### src/rtl/wb_stage_v2_if.sv
// Interface for the writeback stage. It bundles the MEM/WB pipeline-register
// fields, the load response, and the regfile/hilo write port.
interface wb_stage_v2_if #(
  parameter int MOP_W = 4
);
  logic             wb_valid_i;
  logic [MOP_W-1:0] wb_memop_i;
  logic [3:0]       wb_wren_i;
  logic [4:0]       wb_waddr_i;
  logic [31:0]      wb_wdata_i;
  logic [31:0]      wb_pc_i;
  logic [31:0]      wb_mem_addr_i;
  logic [31:0]      wb_mem_rdata_i;
  logic             wb_mem_rvalid_i;
  logic [31:0]      wb_hi_i;
  logic [31:0]      wb_lo_i;
  logic             wb_whien_i;
  logic             wb_wloen_i;
  logic             wb_inst_mfhi_i;
  logic             wb_inst_mflo_i;

  logic [3:0]       wb_wren_o;
  logic [4:0]       wb_waddr_o;
  logic [31:0]      wb_wdata_o;
  logic             wb_whien_o;
  logic             wb_wloen_o;
  logic [31:0]      wb_hi_o;
  logic [31:0]      wb_lo_o;

  modport master (
    output wb_valid_i, wb_memop_i, wb_wren_i, wb_waddr_i, wb_wdata_i, wb_pc_i,
           wb_mem_addr_i, wb_mem_rdata_i, wb_mem_rvalid_i, wb_hi_i, wb_lo_i,
           wb_whien_i, wb_wloen_i, wb_inst_mfhi_i, wb_inst_mflo_i,
    input  wb_wren_o, wb_waddr_o, wb_wdata_o, wb_whien_o, wb_wloen_o,
           wb_hi_o, wb_lo_o
  );

  modport slave (
    input  wb_valid_i, wb_memop_i, wb_wren_i, wb_waddr_i, wb_wdata_i, wb_pc_i,
           wb_mem_addr_i, wb_mem_rdata_i, wb_mem_rvalid_i, wb_hi_i, wb_lo_i,
           wb_whien_i, wb_wloen_i, wb_inst_mfhi_i, wb_inst_mflo_i,
    output wb_wren_o, wb_waddr_o, wb_wdata_o, wb_whien_o, wb_wloen_o,
           wb_hi_o, wb_lo_o
  );
endinterface

### src/rtl/wb_stage_v2.sv
// Writeback stage. It handles the load-response handshake, byte-lane load
// alignment, a one-word buffer for responses that arrive while stalled, and a
// load timeout. It also drives the debug commit trace.
module wb_stage_v2 #(
  parameter int MAX_WAIT = 15,
  parameter int CNT_W    = 8,
  parameter int MOP_W    = 4
) (
  input  logic         clk,
  input  logic         rst,
  input  logic         wb_stall_i,
  input  logic         wb_flush_i,
  wb_stage_v2_if.slave bus,
  output logic         wb_stallreq,
  output logic         wb_timeout_o,
  output logic [31:0]  debug_wb_pc,
  output logic [3:0]   debug_wb_rf_wen,
  output logic [4:0]   debug_wb_rf_wnum,
  output logic [31:0]  debug_wb_rf_wdata
);

  typedef enum logic [0:0] {
    ST_IDLE = 1'b0,
    ST_WAIT = 1'b1
  } state_t;

  localparam logic [2:0] OP_LB  = 3'd1;
  localparam logic [2:0] OP_LBU = 3'd2;
  localparam logic [2:0] OP_LH  = 3'd3;
  localparam logic [2:0] OP_LHU = 3'd4;
  localparam logic [2:0] OP_LW  = 3'd5;
  localparam logic [2:0] OP_LWL = 3'd6;
  localparam logic [2:0] OP_LWR = 3'd7;

  state_t            state_q, state_d;
  logic [CNT_W-1:0]  cnt_q, cnt_d;
  logic              buf_full_q, buf_full_d;
  logic [31:0]       buf_data_q, buf_data_d;

  logic              is_load_s;
  logic              data_avail_s;
  logic [31:0]       rd_s;
  logic [2:0]        op_s;
  logic              stallreq_s;
  logic              timeout_s;
  logic              commit_s;
  logic [35:0]       align_s;
  logic [3:0]        wren_s;
  logic [31:0]       wdata_s;

  // Returns {byte enables, data}. LWL/LWR keep the old rt bytes in the lanes
  // they do not write.
  function automatic logic [35:0] load_align(
    input logic [2:0]  op,
    input logic [1:0]  a,
    input logic [31:0] rd,
    input logic [31:0] old
  );
    logic [7:0]  byte_v;
    logic [15:0] half_v;
    logic [31:0] new_v;
    logic [31:0] res_v;
    logic [3:0]  en_v;
    byte_v = rd[{a, 3'b000} +: 8];
    half_v = a[1] ? rd[31:16] : rd[15:0];
    new_v  = 32'h0000_0000;
    en_v   = 4'hF;
    res_v  = rd;
    case (op)
      OP_LB:   res_v = {{24{byte_v[7]}}, byte_v};
      OP_LBU:  res_v = {24'h00_0000, byte_v};
      OP_LH:   res_v = {{16{half_v[15]}}, half_v};
      OP_LHU:  res_v = {16'h0000, half_v};
      OP_LW:   res_v = rd;
      OP_LWL: begin
        new_v = rd << {~a, 3'b000};
        en_v  = 4'hF << (~a);
        for (int i = 0; i < 4; i++) begin
          res_v[8*i +: 8] = en_v[i] ? new_v[8*i +: 8] : old[8*i +: 8];
        end
      end
      OP_LWR: begin
        new_v = rd >> {a, 3'b000};
        en_v  = 4'hF >> a;
        for (int i = 0; i < 4; i++) begin
          res_v[8*i +: 8] = en_v[i] ? new_v[8*i +: 8] : old[8*i +: 8];
        end
      end
      default: res_v = rd;
    endcase
    return {en_v, res_v};
  endfunction

  assign op_s         = bus.wb_memop_i[2:0];
  assign is_load_s    = bus.wb_valid_i && (bus.wb_memop_i >= MOP_W'(1)) &&
                        (bus.wb_memop_i <= MOP_W'(7));
  assign data_avail_s = bus.wb_mem_rvalid_i || buf_full_q;
  // A buffered word always wins over a fresh response.
  assign rd_s         = buf_full_q ? buf_data_q : bus.wb_mem_rdata_i;

  always_ff @(posedge clk) begin
    if (rst) begin
      state_q    <= ST_IDLE;
      cnt_q      <= {CNT_W{1'b0}};
      buf_full_q <= 1'b0;
      buf_data_q <= 32'h0000_0000;
    end else begin
      state_q    <= state_d;
      cnt_q      <= cnt_d;
      buf_full_q <= buf_full_d;
      buf_data_q <= buf_data_d;
    end
  end

  always_comb begin
    state_d    = state_q;
    cnt_d      = cnt_q;
    buf_full_d = buf_full_q;
    buf_data_d = buf_data_q;
    stallreq_s = 1'b0;
    timeout_s  = 1'b0;
    commit_s   = 1'b0;
    if (wb_flush_i) begin
      state_d    = ST_IDLE;
      cnt_d      = {CNT_W{1'b0}};
      buf_full_d = 1'b0;
    end else begin
      case (state_q)
        ST_IDLE: begin
          if (is_load_s && !data_avail_s) begin
            stallreq_s = 1'b1;
            if (!wb_stall_i) begin
              state_d = ST_WAIT;
              cnt_d   = {CNT_W{1'b0}};
            end else begin
              state_d = ST_IDLE;
            end
          end else begin
            state_d = ST_IDLE;
          end
        end
        ST_WAIT: begin
          if (data_avail_s) begin
            if (!wb_stall_i) begin
              state_d = ST_IDLE;
            end else begin
              state_d = ST_WAIT;
            end
          end else if (wb_stall_i) begin
            // A frozen pipeline also freezes the timeout.
            stallreq_s = 1'b1;
          end else if (cnt_q == CNT_W'(MAX_WAIT)) begin
            timeout_s = 1'b1;
            state_d   = ST_IDLE;
            cnt_d     = {CNT_W{1'b0}};
          end else begin
            stallreq_s = 1'b1;
            cnt_d      = cnt_q + CNT_W'(1);
          end
        end
        default: begin
          state_d = ST_IDLE;
          cnt_d   = {CNT_W{1'b0}};
        end
      endcase

      commit_s = bus.wb_valid_i && !wb_stall_i && (!is_load_s || data_avail_s) &&
                 !timeout_s;

      if (wb_stall_i && bus.wb_mem_rvalid_i && !buf_full_q) begin
        buf_full_d = 1'b1;
        buf_data_d = bus.wb_mem_rdata_i;
      end else if ((commit_s && is_load_s) || timeout_s) begin
        buf_full_d = 1'b0;
      end else begin
        buf_full_d = buf_full_q;
      end
    end
  end

  always_comb begin
    align_s = load_align(op_s, bus.wb_mem_addr_i[1:0], rd_s, bus.wb_wdata_i);
    if (is_load_s) begin
      wren_s  = align_s[35:32];
      wdata_s = align_s[31:0];
    end else begin
      wren_s = bus.wb_wren_i;
      if (bus.wb_inst_mfhi_i) begin
        wdata_s = bus.wb_hi_i;
      end else if (bus.wb_inst_mflo_i) begin
        wdata_s = bus.wb_lo_i;
      end else begin
        wdata_s = bus.wb_wdata_i;
      end
    end
  end

  // While reset is held, every output is forced to 0.
  always_comb begin
    wb_stallreq       = 1'b0;
    wb_timeout_o      = 1'b0;
    bus.wb_wren_o     = 4'h0;
    bus.wb_waddr_o    = 5'd0;
    bus.wb_wdata_o    = 32'h0000_0000;
    bus.wb_whien_o    = 1'b0;
    bus.wb_wloen_o    = 1'b0;
    bus.wb_hi_o       = 32'h0000_0000;
    bus.wb_lo_o       = 32'h0000_0000;
    debug_wb_pc       = 32'h0000_0000;
    debug_wb_rf_wen   = 4'h0;
    debug_wb_rf_wnum  = 5'd0;
    debug_wb_rf_wdata = 32'h0000_0000;
    if (!rst) begin
      wb_stallreq    = stallreq_s;
      wb_timeout_o   = timeout_s;
      bus.wb_waddr_o = bus.wb_waddr_i;
      bus.wb_wdata_o = wdata_s;
      bus.wb_hi_o    = bus.wb_hi_i;
      bus.wb_lo_o    = bus.wb_lo_i;
      if (commit_s) begin
        bus.wb_wren_o     = wren_s;
        bus.wb_whien_o    = bus.wb_whien_i;
        bus.wb_wloen_o    = bus.wb_wloen_i;
        debug_wb_pc       = bus.wb_pc_i;
        debug_wb_rf_wen   = wren_s;
        debug_wb_rf_wnum  = bus.wb_waddr_i;
        debug_wb_rf_wdata = wdata_s;
      end else begin
        bus.wb_wren_o = 4'h0;
      end
    end else begin
      wb_stallreq = 1'b0;
    end
  end

endmodule
### src/flat_wrapper.sv
// flat-port wrapper written by rule: the top's interface ports become plain ports
module wb_stage_v2_flat 
#(
  parameter int MAX_WAIT = 15,
  parameter int CNT_W    = 8,
  parameter int MOP_W    = 4
)
  (clk, rst, wb_stall_i, wb_flush_i, wb_stallreq, wb_timeout_o, debug_wb_pc, debug_wb_rf_wen, debug_wb_rf_wnum, debug_wb_rf_wdata, bus_wb_valid_i, bus_wb_memop_i, bus_wb_wren_i, bus_wb_waddr_i, bus_wb_wdata_i, bus_wb_pc_i, bus_wb_mem_addr_i, bus_wb_mem_rdata_i, bus_wb_mem_rvalid_i, bus_wb_hi_i, bus_wb_lo_i, bus_wb_whien_i, bus_wb_wloen_i, bus_wb_inst_mfhi_i, bus_wb_inst_mflo_i, bus_wb_wren_o, bus_wb_waddr_o, bus_wb_wdata_o, bus_wb_whien_o, bus_wb_wloen_o, bus_wb_hi_o, bus_wb_lo_o);
  wb_stage_v2_if #(.MOP_W(MOP_W)) bus_i ();
  input  logic clk;
  input  logic rst;
  input  logic wb_stall_i;
  input  logic wb_flush_i;
  output logic wb_stallreq;
  output logic wb_timeout_o;
  output logic [31:0] debug_wb_pc;
  output logic [3:0] debug_wb_rf_wen;
  output logic [4:0] debug_wb_rf_wnum;
  output logic [31:0] debug_wb_rf_wdata;
  input wire logic [$bits(bus_i.wb_valid_i)-1:0] bus_wb_valid_i;
  input wire logic [$bits(bus_i.wb_memop_i)-1:0] bus_wb_memop_i;
  input wire logic [$bits(bus_i.wb_wren_i)-1:0] bus_wb_wren_i;
  input wire logic [$bits(bus_i.wb_waddr_i)-1:0] bus_wb_waddr_i;
  input wire logic [$bits(bus_i.wb_wdata_i)-1:0] bus_wb_wdata_i;
  input wire logic [$bits(bus_i.wb_pc_i)-1:0] bus_wb_pc_i;
  input wire logic [$bits(bus_i.wb_mem_addr_i)-1:0] bus_wb_mem_addr_i;
  input wire logic [$bits(bus_i.wb_mem_rdata_i)-1:0] bus_wb_mem_rdata_i;
  input wire logic [$bits(bus_i.wb_mem_rvalid_i)-1:0] bus_wb_mem_rvalid_i;
  input wire logic [$bits(bus_i.wb_hi_i)-1:0] bus_wb_hi_i;
  input wire logic [$bits(bus_i.wb_lo_i)-1:0] bus_wb_lo_i;
  input wire logic [$bits(bus_i.wb_whien_i)-1:0] bus_wb_whien_i;
  input wire logic [$bits(bus_i.wb_wloen_i)-1:0] bus_wb_wloen_i;
  input wire logic [$bits(bus_i.wb_inst_mfhi_i)-1:0] bus_wb_inst_mfhi_i;
  input wire logic [$bits(bus_i.wb_inst_mflo_i)-1:0] bus_wb_inst_mflo_i;
  output wire logic [$bits(bus_i.wb_wren_o)-1:0] bus_wb_wren_o;
  output wire logic [$bits(bus_i.wb_waddr_o)-1:0] bus_wb_waddr_o;
  output wire logic [$bits(bus_i.wb_wdata_o)-1:0] bus_wb_wdata_o;
  output wire logic [$bits(bus_i.wb_whien_o)-1:0] bus_wb_whien_o;
  output wire logic [$bits(bus_i.wb_wloen_o)-1:0] bus_wb_wloen_o;
  output wire logic [$bits(bus_i.wb_hi_o)-1:0] bus_wb_hi_o;
  output wire logic [$bits(bus_i.wb_lo_o)-1:0] bus_wb_lo_o;
  assign bus_i.wb_valid_i = bus_wb_valid_i;
  assign bus_i.wb_memop_i = bus_wb_memop_i;
  assign bus_i.wb_wren_i = bus_wb_wren_i;
  assign bus_i.wb_waddr_i = bus_wb_waddr_i;
  assign bus_i.wb_wdata_i = bus_wb_wdata_i;
  assign bus_i.wb_pc_i = bus_wb_pc_i;
  assign bus_i.wb_mem_addr_i = bus_wb_mem_addr_i;
  assign bus_i.wb_mem_rdata_i = bus_wb_mem_rdata_i;
  assign bus_i.wb_mem_rvalid_i = bus_wb_mem_rvalid_i;
  assign bus_i.wb_hi_i = bus_wb_hi_i;
  assign bus_i.wb_lo_i = bus_wb_lo_i;
  assign bus_i.wb_whien_i = bus_wb_whien_i;
  assign bus_i.wb_wloen_i = bus_wb_wloen_i;
  assign bus_i.wb_inst_mfhi_i = bus_wb_inst_mfhi_i;
  assign bus_i.wb_inst_mflo_i = bus_wb_inst_mflo_i;
  assign bus_wb_wren_o = bus_i.wb_wren_o;
  assign bus_wb_waddr_o = bus_i.wb_waddr_o;
  assign bus_wb_wdata_o = bus_i.wb_wdata_o;
  assign bus_wb_whien_o = bus_i.wb_whien_o;
  assign bus_wb_wloen_o = bus_i.wb_wloen_o;
  assign bus_wb_hi_o = bus_i.wb_hi_o;
  assign bus_wb_lo_o = bus_i.wb_lo_o;
  wb_stage_v2 #(.MAX_WAIT(MAX_WAIT), .CNT_W(CNT_W), .MOP_W(MOP_W)) u_core (.clk(clk), .rst(rst), .wb_stall_i(wb_stall_i), .wb_flush_i(wb_flush_i), .bus(bus_i), .wb_stallreq(wb_stallreq), .wb_timeout_o(wb_timeout_o), .debug_wb_pc(debug_wb_pc), .debug_wb_rf_wen(debug_wb_rf_wen), .debug_wb_rf_wnum(debug_wb_rf_wnum), .debug_wb_rf_wdata(debug_wb_rf_wdata));
endmodule
### config.mk
export PLATFORM = sky130hd
export DESIGN_NAME = wb_stage_v2_flat
export DESIGN_NICKNAME = d
export VERILOG_FILES = /design/src/rtl/wb_stage_v2_if.sv /design/src/rtl/wb_stage_v2.sv /design/src/flat_wrapper.sv
export SDC_FILE = /design/constraint.sdc
export NUM_CORES = 1
export LEC_CHECK = 0
export ABC_AREA = 1
export BUFFER_PORTS_ARGS = -buffer_cell sky130_fd_sc_hd__buf_2
export CAP_MARGIN = 25
export CORE_AREA = 5 5 150 152
export CTS_CLUSTER_SIZE = 8
export DETAILED_ROUTE_END_ITERATION = 12
export DIE_AREA = 0 0 155 157
export GPL_ROUTABILITY_DRIVEN = 0
export SKIP_CTS_REPAIR_TIMING = 1
export SYNTH_ARGS = -nofsm -noshare
export SYNTH_HDL_FRONTEND = slang
export SYNTH_SLANG_ARGS = --single-unit
### constraint.sdc
create_clock -name clk -period 3.2 [get_ports clk]
set_input_delay 0 -clock clk [delete_from_list [all_inputs] [get_ports clk]]
set_output_delay 0 -clock clk [all_outputs]
set_load 0.03 [all_outputs]
Yosys cells after proc, flatten, opt, wreduce, memory -nomap -nowiden
Index checks and enable logic that the tools add are counted.
{ "totals": {"input_bits": 215, "ff_bits": 42, "output_inout_bits": 182} }
{ "classes": {"shift": 5, "order_cmp": 2, "n_addsub": 1, "reduce_logical": 21, "n_bitwise": 3, "n_mux": 60, "n_eq_ne": 11} }
{ "ops": {"columns": ["op", "n"], "rows": [
  ["2-to-1 mux 32 bit", 11],
  ["one-hot mux 32 bit (6 select lines)", 1],
  ["2-to-1 mux 8 bit", 13],
  ["variable part select 32 x 6 -> 8 bit", 1],
  ["left shift 32 x 5 -> 32 bit", 1],
  ["right shift 32 x 5 -> 32 bit", 1],
  ["2-to-1 mux 1 bit", 24],
  ["2-to-1 mux 16 bit", 1],
  ["one-hot mux 8 bit (2 select lines)", 1],
  ["2-to-1 mux 5 bit", 3],
  ["2-to-1 mux 4 bit", 3],
  ["== test 3 bit (second input constant)", 3],
  ["logical AND 1 bit", 9],
  ["adder 8 x 1 -> 8 bit (second input constant)", 1],
  ["== test 8 x 4 -> 1 bit (second input constant)", 1],
  ["one-hot mux 4 bit (2 select lines)", 1],
  ["== test 3 x 2 -> 1 bit (second input constant)", 2],
  ["inequality test 2 bit (second input constant)", 3],
  ["zero test 1 bit", 5],
  ["greater-or-equal comparator 4 x 1 -> 1 bit (second input constant)", 1],
  ["<= comparator 4 x 3 -> 1 bit (second input constant)", 1],
  ["one-hot mux 1 bit (2 select lines)", 2],
  ["AND reduction 4 bit", 1],
  ["left shift 4 x 2 -> 4 bit (first input constant)", 1],
  ["other kinds (9)", 12]
]} }

Depth between registers and ports, before layout
Gate-level depths: netlist of the first run.
{ "logic_depth": {"word_depth": 12, "mapped_depth": 15, "ltp_nobuf": 13} }

Worst setup path before layout of the first run
Ideal clock, no wire load.
{ "synth_path": {"path_type": "register to output", "start": "register u_core.cnt_q[0]", "end": "output debug_wb_rf_wen[1]", "setup_slack_ps": 1066, "stages_incl_launch_ff": 13, "n_path_buf": 3, "arrival_time_ps": 2134, "cell_sequence": "dfxtp_1 ha_1 nand2_1 nor2_1 nand4_1 nor2_1 nand2_1 nand3b_1 or2_1 buf_4 buf_6 nor2_1 buf_4"} }
{ "synth_via": {"elab_chain_cells": 11} }
{ "synth_lines": {"columns": ["item", "line_no", "text"], "rows": [
  ["start: declaration", "wb_stage_v2.sv:36", "logic [CNT_W-1:0] cnt_q, cnt_d;"],
  ["start signal: assignment", "wb_stage_v2.sv:104", "cnt_q <= {CNT_W{1'b0}};"],
  ["start signal: assignment", "wb_stage_v2.sv:109", "cnt_q <= cnt_d;"],
  ["== test 8 x 4 -> 1 bit", "wb_stage_v2.sv:152", "end else if (cnt_q == CNT_W'(MAX_WAIT)) begin"],
  ["2-to-1 mux 1 bit", "wb_stage_v2.sv:152", null],
  ["2-to-1 mux 1 bit", "wb_stage_v2.sv:149", "end else if (wb_stall_i) begin"],
  ["2-to-1 mux 1 bit", "wb_stage_v2.sv:143", "if (data_avail_s) begin"],
  ["2-to-1 mux 1 bit", "wb_stage_v2.sv:128", "case (state_q)"],
  ["2-to-1 mux 1 bit", "wb_stage_v2.sv:123", "if (wb_flush_i) begin"],
  ["zero test 1 bit", "wb_stage_v2.sv:168", "!timeout_s;"],
  ["logical AND 1 bit", "wb_stage_v2.sv:167", "commit_s = bus.wb_valid_i && !wb_stall_i && (!is_load_s || data_avail_s) &&"],
  ["2-to-1 mux 1 bit", "wb_stage_v2.sv:123", null],
  ["2-to-1 mux 4 bit (2 in a row)", null, null],
  ["end: declaration", "flat_wrapper.sv:17", "output logic [3:0] debug_wb_rf_wen;"]
]} }
No other way between the ends. The select of a mux whose other input is x is not followed.

Worst setup path in the final report of the first run
{ "layout_path": {"start": "register u_core.cnt_q[0]", "end": "output bus_wb_wren_o[1]"} }
{ "layout_via": {"elab_chain_cells": 11} }
{ "layout_lines": {"columns": ["item", "line_no", "text"], "rows": [
  ["== test 8 x 4 -> 1 bit", "wb_stage_v2.sv:152", null],
  ["2-to-1 mux 1 bit", "wb_stage_v2.sv:152", null],
  ["2-to-1 mux 1 bit", "wb_stage_v2.sv:149", null],
  ["2-to-1 mux 1 bit", "wb_stage_v2.sv:143", null],
  ["2-to-1 mux 1 bit", "wb_stage_v2.sv:128", null],
  ["2-to-1 mux 1 bit", "wb_stage_v2.sv:123", null],
  ["zero test 1 bit", "wb_stage_v2.sv:168", null],
  ["logical AND 1 bit", "wb_stage_v2.sv:167", null],
  ["2-to-1 mux 1 bit", "wb_stage_v2.sv:123", null],
  ["2-to-1 mux 4 bit", "wb_stage_v2.sv:220", "if (commit_s) begin"],
  ["2-to-1 mux 4 bit", "wb_stage_v2.sv:213", "if (!rst) begin"],
  ["end: declaration", "flat_wrapper.sv:35", "output wire logic [$bits(bus_i.wb_wren_o)-1:0] bus_wb_wren_o;"]
]} }
No other way between the ends. The select of a mux whose other input is x is not followed.

==> metrics, run 1 <==
CP max FO 43; CP Launch Type register; port bufs between 300 and 400; area growth from synthesis to final layout 32.1%; max-cap violations 0; layout cells sized above 1 25.4%; Die Y 157 µm; Detailed Routing Iterations Pass 1 5; power density over the cells about 260 mW/mm²; Reg area between 800 and 900 µm²; cell accounting for the most synthesized area nand2_1; TritonCTS Buffers 5; post-DR vias/cell 4.91; first-pass GRT wire length slightly below 50000 µm; Yosys cell types 37; post-synthesis async set-or-reset flop share 0%; wire per inst 16.6 µm; Final min period roughly 2800 ps; register bit total from synthesis between 40 and 50; Mapped Nets about 1600; Worst Path Class, Setup reg -> out; Most used DFF post-synth dfxtp_1; CTS clk-pin slew, worst paths roughly 60 ps; failing checks hold timing; vias in the first global route 8539; Avg Cell Area, Syn 4.86 µm²; root buf cell clkbuf_16; Worst EP required 3200 ps; antenna violations before repair 5; type of the most critical hold path in -> reg; fin. max-slew vios 0; commonest cells after routing, fill and taps aside 410 x nand2_1, 365 x buf_2, 246 x nor2_1; Fill cells between 2000 and 2500; CTS tree built; Routed WL approximately 33000 µm; GRT overflow 0; relative slew slack around 33%; Die X 155 µm; Yosys top cell area share 22.7%; IO Pins 397; core area around 0.021 mm²; # DRC 0; Core Rows 53; final period utilization between 80% and 90%; Sink Count 42; htree depth 2; Final #Nets 1923; worst slew pin tran 1000 ps; synth warn 0; RSZ-0062 raised after global routing false; Setup Total Neg Slack 0 ps; part of the Yosys area used for sequential elements between 10% and 20%; cells after synthesis approximately 1400; Clk Latency, worst-skew pair roughly 280 ps; Post-synth EDFFs 0; DIE AREA about 0.024 mm²; effective utilization at floorplan 32.4%; Hold Vio Cnt, Final 10; P_leak 0.00547 µW; multi-input logic area about 0.0047 mm²; DRT iter0 DRCs 1283; via count a little under 10000; most common cell after layout, fill and taps aside nand2_1; outcome finished with violations; Final Skew around 6.7 ps; final setup vio count 0; VDD IR max around 0.17 mV; Fin Hold WS -36.8 ps; crit path capture type output pin; CP arrival 2820 ps; largest net degree at the start of global routing 95; Post-Syn Area ~0.0068 mm²; ranking of synthesized cells by area nand2_1 23%, nor2_1 14%, dfxtp_1 12%; fmax around 350 MHz; clock tree buffer depth 2; total track usage 25.0%; antenna viol nets, final 0; HPWL Detailed between 20000 and 30000 µm
-- cell families (layout without fill, tap and decap cells) --
family / count (synthesis) / in the layout / synth area share, %
AOI/OAI and AO/OA: 225 / 225 / 18.5
buffers and inverters: 293 / 606 / 18.1
and+or+nand+nor: 833 / 833 / 50.7
adders and majority gates: 1 / 1 / 0.185
other: 0 / 4 / 0
xor gates and xnor gates: 1 / 1 / 0.129
DFF: 42 / 42 / 12.4
-- worst max-delay path, cell delays in order (launching register included) --
cell and delay (ps):
dfxtp_1 350, ha_1 200, nand2_1 90, nor2_1 90, nand4_1 120, nor2_1 150, nand2_1 100, nand3b_1 120
or2_2 790, nor2_1 240, buf_2 260
-- metrics by stage --
step | area [µm²] | worst slack, ps | power, µW | util [%] | std cells
final | 8950 | 376 | 2290 | 42.9 | 1987
after global routing | 8950 | 93.5 | 2450 | 42.9 | 1987
after CTS | 8780 | 439 | 2270 | 42.0 | 1968
after detailed placement | 8630 | 753 | 1750 | 41.3 | 1960
after global placement | 8600 | 768 | 1740 | 41.2 | 1959
after floorplan | 6780 | 1070 | 1340 | - | 1395
-- per-layer routing --
metal  up-vias  GRT usage, %  wire length [µm]
met4         2          7.95               865
met1      4296          35.0             14500
met2       461          39.3             14800
met3        47          4.04              2890
met5         -             0                13
li1       4954             -                 -
-- final cells by class --
class / instances / area share (%)
sequential: 42 / 9.39
clock buffer: 6 / 1.55
inverter: 201 / 8.44
antenna: 4 / 0.112
tap: 275 / 3.84
timing repair buffer: 397 / 23.9
multi-input combinational: 1060 / 52.6
clock inverter: 2 / 0.140
-- where the power goes --
| part | switching [µW] | internal, µW |
|---|---|---|
| Clock | 206 | 309 |
| Sequential | 11.9 | 545 |
| Combinational | 845 | 374 |
-- final timing paths --
path                                                     start                                 end  slack, ps  depth (start not counted)
worst min-delay path                     bus_wb_mem_rdata_i[6]   u_core.buf_data_q[6]$_SDFFE_PP0P_        -40                          3
worst max register to register  u_core.buf_full_q$_SDFFE_PP0P_  u_core.buf_data_q[13]$_SDFFE_PP0P_        840                          7
worst min register to register    u_core.cnt_q[4]$_SDFFE_PP0P_        u_core.cnt_q[4]$_SDFFE_PP0P_        460                          2
worst max-delay path              u_core.cnt_q[0]$_SDFFE_PP0P_                    bus_wb_wren_o[1]        380                         10
-- sequential cells by signal, summed over array words and instances, names as in the netlist --
signal	count
u_core.cnt_q	8
u_core.buf_full_q	1
u_core.state_q	1
u_core.buf_data_q	32
-- cells in the mapped netlist (9+ instances only) --
cell type and n:
dfxtp_1 42, nand4_1 11, and2_1 10, buf_1 9, inv_1 189, nor2_1 246
buf_2 24, nor2_2 22, a21oi_1 76, o211ai_1 25, nand3_1 119, clkbuf_1 43
nand2_1 410, o21ai_0 103, buf_6 9
(Power assumes the default switching activity.)
==> run 2: changes to the inputs <==
==> constraint.sdc (replaced) <==
create_clock -name clk -period 3.2 [get_ports clk]
set_input_delay 0 -clock clk [delete_from_list [all_inputs] [get_ports clk]]
set_output_delay 0 -clock clk [all_outputs]
set_load 0.01 [all_outputs]
==> metrics, run 2 (synthesis gave the netlist of run 1 again) <==
crit-path cells ha_1 > nand2_1 > nor2_1 > nand4_1 > nor2_1 > nand2_1 > nand3b_1 > or2_2 > nor2_1 > buf_2; placed instance area about 0.0086 mm²; Final Skew 6.10 ps; HPWL Detailed around 27000 µm; crit path capture type output pin; Setup Total Neg Slack 0 ps; type of the most critical hold path in -> reg; first-pass GRT wire length between 40000 and 50000 µm; DIE AREA ~0.024 mm²; vias in the first global route 8500; htree depth 2; Detailed Routing Iterations Pass 1 5; most common cell after layout, fill and taps aside nand2_1; GRT overflow 0; DRT iter0 DRCs 999; commonest cells after routing, fill and taps aside 410 x nand2_1, 365 x buf_2, 246 x nor2_1; worst slew pin tran about 980 ps; fin. max-slew vios 0; Final min period 2720 ps; area growth from synthesis to final layout 31.1%; Sink Count between 40 and 50; CP max FO 43; failing checks hold timing; Most flops, register u_core.buf_data_q; TritonCTS Buffers 5; # DRC 0; top flop regs u_core.buf_data_q x32, u_core.cnt_q x8; outcome finished with violations; Core Rows 53; Die X ~160 µm; post-route cell area 0.00888 mm²; CP dominant cell by count nor2_1; final setup vio count 0; total track usage roughly a quarter; Fin Hold WS -28.5 ps; Clk Latency, worst-skew pair between 200 and 300 ps; WP buf/inv 1; post-DR vias/cell 4.86; IO Pins 397; placed cells slightly below 2000; CTS tree built; root buf cell clkbuf_16; slowest CP cell or2_2; Die Y approximately 160 µm; CP delay by family, top simple AND/OR/NAND/NOR gates; CP arrival about 2700 ps; effective utilization at floorplan between 30% and 40%; Placement Setup Slack between 800 and 900 ps; Routed WL 32700 µm; Worst Path Class, Setup reg -> out; antenna viol nets, final 0; antenna violations before repair 5; Final #Nets 1917; P_leak ~0.0054 µW; worst setup margin around 480 ps; final period utilization between 80% and 90%; largest net degree at the start of global routing 95; power density over the cells ~230 mW/mm²; Critical Path Max Stage Delay ~800 ps; wire per inst 16.5 µm; CP Launch Type register; VDD IR max between 0.2 and 0.25 mV; Hold Vio Cnt, Final 10; Fill cells approximately 2400; Finished Layout Cells around 2000; fmax 367 MHz; number of flip-flops in the largest register 32; Worst EP required approximately 3200 ps; max-cap violations 0; CTS clk-pin slew, worst paths 60 ps; via count 9612; relative slew slack 34.5%; layout cells sized above 1 roughly a quarter; core area around 0.021 mm²; clock tree buffer depth 2; RSZ-0062 raised after global routing false; port bufs 366
[run 2: changes by cell type in the layout (fill, tap and decap cells not counted), sizes merged]
cell and delta:
clkbuf -1, clkinv +1, diode -1, buf -3
clkinvlp -1, dlygate4sd3 -3
[run 2: per-stage QoR]
stage / total power (µW) / util (%)
2_1_floorplan: 1190 / -
3_3_place_gp: 1580 / 41.1
3_5_place_dp: 1590 / 41.2
4_1_cts: 2070 / 41.8
5_1_grt: 2230 / 42.5
6_report: 2080 / 42.5
[run 2: layout make-up]
cell class | instances | area (µm²) | share of cell area, %
repair buffers | 391 | 2090 | 23.5
clock inverters | 2 | 10.0 | 0.113
well taps | 275 | 344 | 3.87
diodes | 3 | 7.51 | 0.0845
clock buffers | 5 | 125 | 1.41
multi-input cells | 1060 | 4710 | 53.0
flip-flops and latches | 42 | 841 | 9.46
inverters | 201 | 756 | 8.51
[run 2: routing by layer]
layer	vias up	GRT usage, %	part of all wire, %
met5	-	0	0.043
met4	4	8.16	2.7
met3	44	3.63	8.0
met2	402	39.3	45
met1	4221	34.4	44
li1	4941	-	-
[run 2: path summary, 6_finish.rpt]
path | from | slack (ps) | depth (start not counted) | end
max | u_core.cnt_q[0]$_SDFFE_PP0P_ | 480 | 10 | debug_wb_rf_wen[2]
min | bus_wb_mem_rdata_i[6] | -30 | 3 | u_core.buf_data_q[6]$_SDFFE_PP0P_
max reg2reg | u_core.buf_full_q$_SDFFE_PP0P_ | 930 | 6 | u_core.buf_data_q[0]$_SDFFE_PP0P_
min reg2reg | u_core.cnt_q[4]$_SDFFE_PP0P_ | 470 | 2 | u_core.cnt_q[4]$_SDFFE_PP0P_
[run 2: worst register-to-register path, cell delays in order (launching register included)]
cell and delay (ps):
dfxtp_1 320, inv_2 460, nand3_1 180, nor2_1 190
clkinv_1 640, nor2_1 300, nor2_1 70
[run 2: power by group]
part / internal (µW) / switching (µW)
clock: 281 / 192
sequential: 545 / 10.8
combinational: 368 / 685
